--- src/rtl/flappy_pkg.sv ---
// Shared game constants: state encodings, screen geometry and a small
// saturating-increment helper used by the score counter.
package flappy_pkg;

    localparam logic [1:0] GS_IDLE = 2'd0;
    localparam logic [1:0] GS_PLAY = 2'd1;
    localparam logic [1:0] GS_DEAD = 2'd2;

    localparam int SCREEN_H  = 480;
    localparam int BIRD_SIZE = 16;

    localparam int Y_W     = 10;
    localparam int VEL_W   = 6;
    localparam int SCORE_W = 10;

    // Increment that sticks at the all-ones value instead of wrapping.
    function automatic logic [SCORE_W-1:0] sat_inc10(input logic [SCORE_W-1:0] v);
        return (v == {SCORE_W{1'b1}}) ? v : v + 1'b1;
    endfunction

endpackage

--- src/rtl/bird_physics_if.sv ---
// Game-side signal bundle for the bird physics block: per-frame inputs from
// the debounce/video/collision stages and the registered bird outputs.
interface bird_physics_if;
    import flappy_pkg::*;

    logic               flap_pulse;
    logic               frame_tick;
    logic               collide;
    logic [Y_W-1:0]     bird_y;
    logic [1:0]         game_state;
    logic [SCORE_W-1:0] score;

    modport master (
        output flap_pulse, frame_tick, collide,
        input  bird_y, game_state, score
    );

    modport slave (
        input  flap_pulse, frame_tick, collide,
        output bird_y, game_state, score
    );
endinterface

--- src/rtl/sat_add.sv ---
// Signed adder with clamping to [lo, hi]. The sum is formed one bit wider
// than the operands so the comparison never sees a wrapped result.
// clip[0] flags a result below lo, clip[1] a result at or above hi.
module sat_add #(
    parameter int W = 8
) (
    input  logic signed [W-1:0] a,
    input  logic signed [W-1:0] b,
    input  logic signed [W-1:0] lo,
    input  logic signed [W-1:0] hi,
    output logic signed [W-1:0] sum,
    output logic [1:0]          clip
);

    logic signed [W:0] raw;

    // Widened add, then clamp to the requested window.
    always_comb begin
        raw  = $signed({a[W-1], a}) + $signed({b[W-1], b});
        sum  = raw[W-1:0];
        clip = 2'b00;
        if (raw < $signed({lo[W-1], lo})) begin
            sum  = lo;
            clip = 2'b01;
        end else if (raw >= $signed({hi[W-1], hi})) begin
            sum  = hi;
            clip = 2'b10;
        end
    end

endmodule

--- src/rtl/bird_physics.sv ---
// Bird vertical motion, game state and score for the flappy game.
//
// state | meaning
// ------+--------------------------------------------------------------
// IDLE  | bird parked at Y_START, waiting for the first flap
// PLAY  | gravity/flap applied once per frame, score counts frames
// DEAD  | everything frozen; restart accepted after DEAD_HOLD frames
module bird_physics
    import flappy_pkg::*;
#(
    parameter int Y_START   = 240,
    parameter int Y_MAX     = 464,
    parameter int GRAVITY   = 1,
    parameter int FLAP_VEL  = -8,
    parameter int V_MAX     = 10,
    parameter int DEAD_HOLD = 30
) (
    input  logic          clk,
    input  logic          rst_n,
    bird_physics_if.slave bus
);

    localparam int HOLD_W = (DEAD_HOLD < 1) ? 1 : $clog2(DEAD_HOLD + 1);

    localparam logic [Y_W-1:0]          Y_START_C = Y_W'(Y_START);
    localparam logic signed [Y_W:0]     Y_MAX_C   = (Y_W + 1)'(Y_MAX);
    localparam logic signed [VEL_W-1:0] GRAV_C    = VEL_W'(GRAVITY);
    localparam logic signed [VEL_W-1:0] FLAP_C    = VEL_W'(FLAP_VEL);
    localparam logic signed [VEL_W-1:0] V_MAX_C   = VEL_W'(V_MAX);
    localparam logic signed [VEL_W-1:0] V_MIN_C   = {1'b1, {(VEL_W-1){1'b0}}};
    localparam logic [HOLD_W-1:0]       HOLD_MAX  = HOLD_W'(DEAD_HOLD);

    logic [1:0]              state_q, state_d;
    logic [Y_W-1:0]          y_q, y_d;
    logic signed [VEL_W-1:0] vel_q, vel_d;
    logic [SCORE_W-1:0]      score_q, score_d;
    logic                    flap_q, flap_d;
    logic                    launch_q, launch_d;
    logic [HOLD_W-1:0]       hold_q, hold_d;

    logic signed [VEL_W-1:0] vel_grav;
    logic signed [VEL_W-1:0] vel_tick;
    logic signed [Y_W:0]     pos_a, pos_b, pos_sum;
    logic [1:0]              pos_clip;
    logic [1:0]              unused_vel_clip;
    logic                    unused_pos_msb;

    sat_add #(.W(VEL_W)) u_vel_add (
        .a    (vel_q),
        .b    (GRAV_C),
        .lo   (V_MIN_C),
        .hi   (V_MAX_C),
        .sum  (vel_grav),
        .clip (unused_vel_clip)
    );

    // The flap that leaves IDLE already loaded FLAP_VEL; launch_q makes the
    // first frame apply that velocity as-is rather than adding gravity first.
    always_comb begin
        if (flap_q || bus.flap_pulse) begin
            vel_tick = FLAP_C;
        end else if (launch_q) begin
            vel_tick = vel_q;
        end else begin
            vel_tick = vel_grav;
        end
    end

    assign pos_a = $signed({1'b0, y_q});
    assign pos_b = {{(Y_W + 1 - VEL_W){vel_tick[VEL_W-1]}}, vel_tick};

    sat_add #(.W(Y_W + 1)) u_pos_add (
        .a    (pos_a),
        .b    (pos_b),
        .lo   ('0),
        .hi   (Y_MAX_C),
        .sum  (pos_sum),
        .clip (pos_clip)
    );

    // Position is clamped into [0, Y_MAX], so the sign bit is always zero.
    assign unused_pos_msb = pos_sum[Y_W];

    // Next-state and datapath selection for the game FSM.
    always_comb begin
        state_d  = state_q;
        y_d      = y_q;
        vel_d    = vel_q;
        score_d  = score_q;
        flap_d   = flap_q;
        launch_d = launch_q;
        hold_d   = hold_q;

        case (state_q)
            GS_IDLE: begin
                y_d      = Y_START_C;
                vel_d    = '0;
                score_d  = '0;
                flap_d   = 1'b0;
                launch_d = 1'b0;
                hold_d   = '0;
                if (bus.flap_pulse) begin
                    state_d  = GS_PLAY;
                    vel_d    = FLAP_C;
                    launch_d = 1'b1;
                end
            end

            GS_PLAY: begin
                if (bus.collide) begin
                    // Collision beats any flap or tick arriving alongside it.
                    state_d  = GS_DEAD;
                    flap_d   = 1'b0;
                    launch_d = 1'b0;
                    hold_d   = '0;
                end else if (bus.frame_tick) begin
                    y_d      = pos_sum[Y_W-1:0];
                    vel_d    = pos_clip[0] ? '0 : vel_tick;
                    flap_d   = 1'b0;
                    launch_d = 1'b0;
                    if (pos_clip[1]) begin
                        state_d = GS_DEAD;
                        hold_d  = '0;
                    end else begin
                        score_d = sat_inc10(score_q);
                    end
                end else if (bus.flap_pulse) begin
                    flap_d = 1'b1;
                end
            end

            GS_DEAD: begin
                if (bus.flap_pulse && (hold_q == HOLD_MAX)) begin
                    state_d  = GS_IDLE;
                    y_d      = Y_START_C;
                    vel_d    = '0;
                    score_d  = '0;
                    flap_d   = 1'b0;
                    launch_d = 1'b0;
                    hold_d   = '0;
                end else if (bus.frame_tick && (hold_q != HOLD_MAX)) begin
                    hold_d = hold_q + 1'b1;
                end
            end

            default: begin
                state_d  = GS_IDLE;
                y_d      = Y_START_C;
                vel_d    = '0;
                score_d  = '0;
                flap_d   = 1'b0;
                launch_d = 1'b0;
                hold_d   = '0;
            end
        endcase
    end

    // State and datapath registers; reset drops any run in progress.
    always_ff @(posedge clk or negedge rst_n) begin
        if (!rst_n) begin
            state_q  <= GS_IDLE;
            y_q      <= Y_START_C;
            vel_q    <= '0;
            score_q  <= '0;
            flap_q   <= 1'b0;
            launch_q <= 1'b0;
            hold_q   <= '0;
        end else begin
            state_q  <= state_d;
            y_q      <= y_d;
            vel_q    <= vel_d;
            score_q  <= score_d;
            flap_q   <= flap_d;
            launch_q <= launch_d;
            hold_q   <= hold_d;
        end
    end

    assign bus.bird_y     = y_q;
    assign bus.game_state = state_q;
    assign bus.score      = score_q;

endmodule

--- src/flat_wrapper.sv ---
// flat-port wrapper written by rule: the top's interface ports become plain ports
module bird_physics_flat import flappy_pkg::*;
#(
    parameter int Y_START   = 240,
    parameter int Y_MAX     = 464,
    parameter int GRAVITY   = 1,
    parameter int FLAP_VEL  = -8,
    parameter int V_MAX     = 10,
    parameter int DEAD_HOLD = 30
)
  (clk, rst_n, bus_flap_pulse, bus_frame_tick, bus_collide, bus_bird_y, bus_game_state, bus_score);
  bird_physics_if bus_i ();
  input  logic clk;
  input  logic rst_n;
  input wire logic [$bits(bus_i.flap_pulse)-1:0] bus_flap_pulse;
  input wire logic [$bits(bus_i.frame_tick)-1:0] bus_frame_tick;
  input wire logic [$bits(bus_i.collide)-1:0] bus_collide;
  output wire logic [$bits(bus_i.bird_y)-1:0] bus_bird_y;
  output wire logic [$bits(bus_i.game_state)-1:0] bus_game_state;
  output wire logic [$bits(bus_i.score)-1:0] bus_score;
  assign bus_i.flap_pulse = bus_flap_pulse;
  assign bus_i.frame_tick = bus_frame_tick;
  assign bus_i.collide = bus_collide;
  assign bus_bird_y = bus_i.bird_y;
  assign bus_game_state = bus_i.game_state;
  assign bus_score = bus_i.score;
  bird_physics #(.Y_START(Y_START), .Y_MAX(Y_MAX), .GRAVITY(GRAVITY), .FLAP_VEL(FLAP_VEL), .V_MAX(V_MAX), .DEAD_HOLD(DEAD_HOLD)) u_core (.clk(clk), .rst_n(rst_n), .bus(bus_i));
endmodule
--- config.mk ---
export PLATFORM = sky130hd
export DESIGN_NAME = bird_physics_flat
export DESIGN_NICKNAME = d
export VERILOG_FILES = /design/src/rtl/flappy_pkg.sv /design/src/rtl/bird_physics_if.sv /design/src/rtl/sat_add.sv /design/src/rtl/bird_physics.sv /design/src/flat_wrapper.sv
export SDC_FILE = /design/constraint.sdc
export NUM_CORES = 1
export LEC_CHECK = 0
export ABC_AREA = 1
export CORE_UTILIZATION = 50
export DETAILED_ROUTE_END_ITERATION = 7
export PLACE_DENSITY_LB_ADDON = 0.3
export SLEW_MARGIN = 20
export SYNTH_ARGS = -nofsm -noshare
export SYNTH_HDL_FRONTEND = slang
export SYNTH_SLANG_ARGS = --single-unit
--- constraint.sdc ---
create_clock -name clk -period 4.6 [get_ports clk]
set_clock_uncertainty 0.15 [all_clocks]
set_input_delay 1.38 -clock clk [delete_from_list [all_inputs] [get_ports clk]]
set_output_delay 1.38 -clock clk [all_outputs]
set_load 0.05 [all_outputs]
==> impl_metrics.env <==
export IMPL_ir_worst_vdd_v=0.000273
export IMPL_utilization=0.636
export IMPL_setup_ws_ns=0.281
export IMPL_synth_area_sq_um=2730
export IMPL_clk_latency_ns=0.30
export IMPL_synth_compound_area_frac=0.0508
export IMPL_synth_flop_cell="dfrtp_1"
export IMPL_crit_buf_inv=4
export IMPL_fmax_mhz=232
export IMPL_drc=0
export IMPL_h_tree_depth=2
export IMPL_period_needed_ns=4.32
export IMPL_detail_route_vias_per_cell=5.20
export IMPL_yosys_top_cells_area="dfrtp_1 28%, nand2_1 19%, nand3_1 7.9%"
export IMPL_timing_slew_headroom=0.314
export IMPL_timing_worst_setup_path_type="in -> reg"
export IMPL_crit_path_cell_trace="clkdlybuf4s50_1 -> buf_4 -> nor3_2 -> nand2_1 -> inv_1 -> ha_1 -> nand2_1 -> nand2_1 -> nand2_1 -> nand2_1 -> nand2_1 -> nand3_1 -> nand2_1 -> nand2_1 -> ha_1 -> inv_1 -> nand3_1 -> nor2_1 -> nand2_1 -> nand2_4 -> nand2_4 -> nand2_4 -> nand2_1 -> nand2_1"
export IMPL_root_buffer="clkbuf_8"
export IMPL_syn_num_nets=428
export IMPL_synth_edf_count=0
export IMPL_fill_cells=473
export IMPL_yosys_area_share_xor_xnor=0.0449
export IMPL_overflow=0
export IMPL_synth_top_cells_by_count="140 x nand2_1, 52 x inv_1, 43 x nand3_1"
export IMPL_worst_slew_pin_slew_ns=1.02
export IMPL_yosysWarnings=0
export IMPL_grt_busiest_layer="met2"
export IMPL_holdBufCountCts=0
export IMPL_use_met1=0.313
export IMPL_synth_largest_area_cell="dfrtp_1"
export IMPL_dr_pass1_iters=4
export IMPL_design_power_total_mw=2.02
export IMPL_io_pins=27
export IMPL_critPathMaxFanout=11
export IMPL_rows=26
export IMPL_start_kind="input pin"
export IMPL_arrival_ns=4.40
export IMPL_drv_slew=0
export IMPL_cts_buffer_depth=2
export IMPL_crit_path_frequent_cell="nand2_1"
export IMPL_fin_crit_sh=0.939
export IMPL_antenna_found_initial=0
export IMPL_min_path_cells=2
export IMPL_synth_top_family_by_area="simple AND/OR/NAND/NOR gates"
export IMPL_ys_ff_latch=35
export IMPL_ys_types=32
export IMPL_worstPathRequired_ns=4.68
export IMPL_globalplace_congestion=0.921
export IMPL_cts_sinks=35
export IMPL_finalSetupViolations=0
export IMPL_p_per_area_nw_per_um2=615
export IMPL_die_area_sq_um=5770
export IMPL_syn_instance_count=405
export IMPL_fin_nets=474
export IMPL_port_buffers=26
export IMPL_grt_max_degree=36
export IMPL_grtUsageTotal=0.251
export IMPL_antenna_left=0
export IMPL_antenna_cells=0
export IMPL_drive_above_1_share=0.0996
export IMPL_hold_viol=0
export IMPL_syn_area_per_cell_sq_um=6.75
export IMPL_core_area_sq_um=5170
export IMPL_cp_num_cells=24
export IMPL_synthMuxAreaShare=0
export IMPL_fin_hold_ws_ns=0.379
export IMPL_grtUsageMet2=0.447
export IMPL_hp_class="reg -> reg"
export IMPL_grt_pass1_wl_um=11700
export IMPL_status="completed"
export IMPL_drt_wl_total_um=6520
export IMPL_clk_pin_slew_worst_paths_ns=0.07
export IMPL_critPathSlowestCell="clkdlybuf4s50_1"
export IMPL_initial_core_util=0.529
export IMPL_power_leakage_nw=1.74
export IMPL_wl_per_cell_um=12.5
export IMPL_numCtsBuffers=5
export IMPL_post_synth_top_count_cell="nand2_1"
export IMPL_crit_family="simple AND/OR/NAND/NOR gates"
export IMPL_vias=2716
export IMPL_grt_pass1_vias=2609
export IMPL_fp_dieW_um=75.9
export IMPL_synth_adder_area_share=0.0851
export IMPL_die_height_um=75.9
export IMPL_synth_top_area_share=0.284
export IMPL_ys_seq_area_frac=0.322
export IMPL_cap_violations=0
export IMPL_grtUsageMet3=0.0361
export IMPL_endpoint_kind="flip-flop"
export IMPL_r2r_cells=28
export IMPL_area_delta_synth_final_pct=20.3
export IMPL_cts_tree="done"
export IMPL_slowest_delay_ns=0.46
export IMPL_dpl_worst_slack_ns=-0.0456
export IMPL_first_iter_violations=200
export IMPL_dp_hpwl_um=5000
export IMPL_postSynth_asyncResetShare=1.00
export IMPL_synth_simple_gate_area_frac=0.407
export IMPL_multi_input_comb_area_sq_um=1620
export IMPL_area_sequential_sq_um=881
[cell usage in the layout, fill, tap and decap left out]
cell / synthesis / final
nand2_1: 140 / 140
inv_1: 52 / 52
nand3_1: 43 / 43
nor2_1: 41 / 41
dfrtp_1: 31 / 31
clkdlybuf4s50_1: 0 / 26
buf_4: 0 / 18
ha_1: 17 / 17
o21ai_0: 9 / 9
a21oi_1: 9 / 9
xor2_1: 8 / 8
clkbuf_8: 0 / 7
xnor2_1: 6 / 6
nand4_1: 6 / 6
nor3_1: 6 / 5
nand2_4: 3 / 4
dfstp_2: 4 / 4
nand3b_1: 3 / 3
nor2_2: 4 / 3
o21bai_1: 3 / 3
nand2_2: 3 / 2
nor3_2: 1 / 2
nor3b_1: 2 / 2
or2_2: 1 / 1
o21ai_2: 1 / 1
nor2_4: 0 / 1
o21ai_1: 1 / 1
nand4_2: 1 / 1
inv_6: 1 / 1
o22ai_1: 1 / 1
nor4_1: 1 / 1
a31oi_1: 1 / 1
fa_1: 1 / 1
clkbuf_1: 1 / 1
[repair_timing]
item / in CTS / in global routing
buffers inserted: 0 / 0
gates resized for setup: 0 / 3
setup endpoints to repair: 0 / 16
[per-stage QoR]
step,std cells,area [sq um],TNS [ns]
3_3_place_gp,514,3170,0
5_1_grt,522,3290,-0.0454
6_report,522,3290,0
3_5_place_dp,514,3170,-0.177
2_1_floorplan,405,2730,0
4_1_cts,522,3270,0
[flip-flops by register name, summed over array words and instances (netlist names)]
name,flops
u_core.flap_q,1
u_core.bus.score,10
u_core.bus.game_state,2
u_core.hold_q,5
u_core.bus.bird_y,10
u_core.vel_q,6
u_core.launch_q,1
[worst paths after layout]
check,start,endpoint,slack [ns]
max,bus_flap_pulse,u_core.bus.score[0],0.28
min,u_core.bus.bird_y[0],u_core.bus.bird_y[0],0.38
min reg2reg,u_core.bus.bird_y[0],u_core.bus.bird_y[0],0.38
min in group asynchronous,rst_n,u_core.hold_q[4],1.34
max in group asynchronous,rst_n,u_core.bus.bird_y[7],2.61
max reg2reg,u_core.vel_q[1],u_core.bus.score[0],0.66
[worst register-to-register path: cells and delay by family, from the launching register on]
| family | cells | cell delay, ns |
|---|---|---|
| fa+ha+maj | 3 | 0.81 |
| simple gates | 20 | 2.06 |
| flops | 1 | 0.42 |
| buf+inv | 4 | 0.31 |
| compound gates | 1 | 0.08 |
[report_power, final]
group,internal [mW],switching (mW)
Clock,0.137,0.122
Combinational,0.467,0.865
Sequential,0.367,0.0663
[per-layer routing]
layer	vias to the layer above	routed length (um)
met5	-	0
met3	11	250
li1	1373	-
met2	65	3260
met1	1267	2900
met4	0	115
[final cells by class]
| type | count | share of cell area |
|---|---|---|
| multi-input cells | 312 | 0.493 |
| flip-flops and latches | 35 | 0.268 |
| repair buffers | 44 | 0.120 |
| inverters | 53 | 0.0620 |
| clock buffers | 8 | 0.0304 |
| well taps | 70 | 0.0266 |
[cell families after synthesis]
family | after synthesis
buf+inv | 58
xor+xnor | 14
flops | 35
fa+ha+maj | 18
compound gates | 25
simple gates | 255
Power figures use the tool's default switching activity.
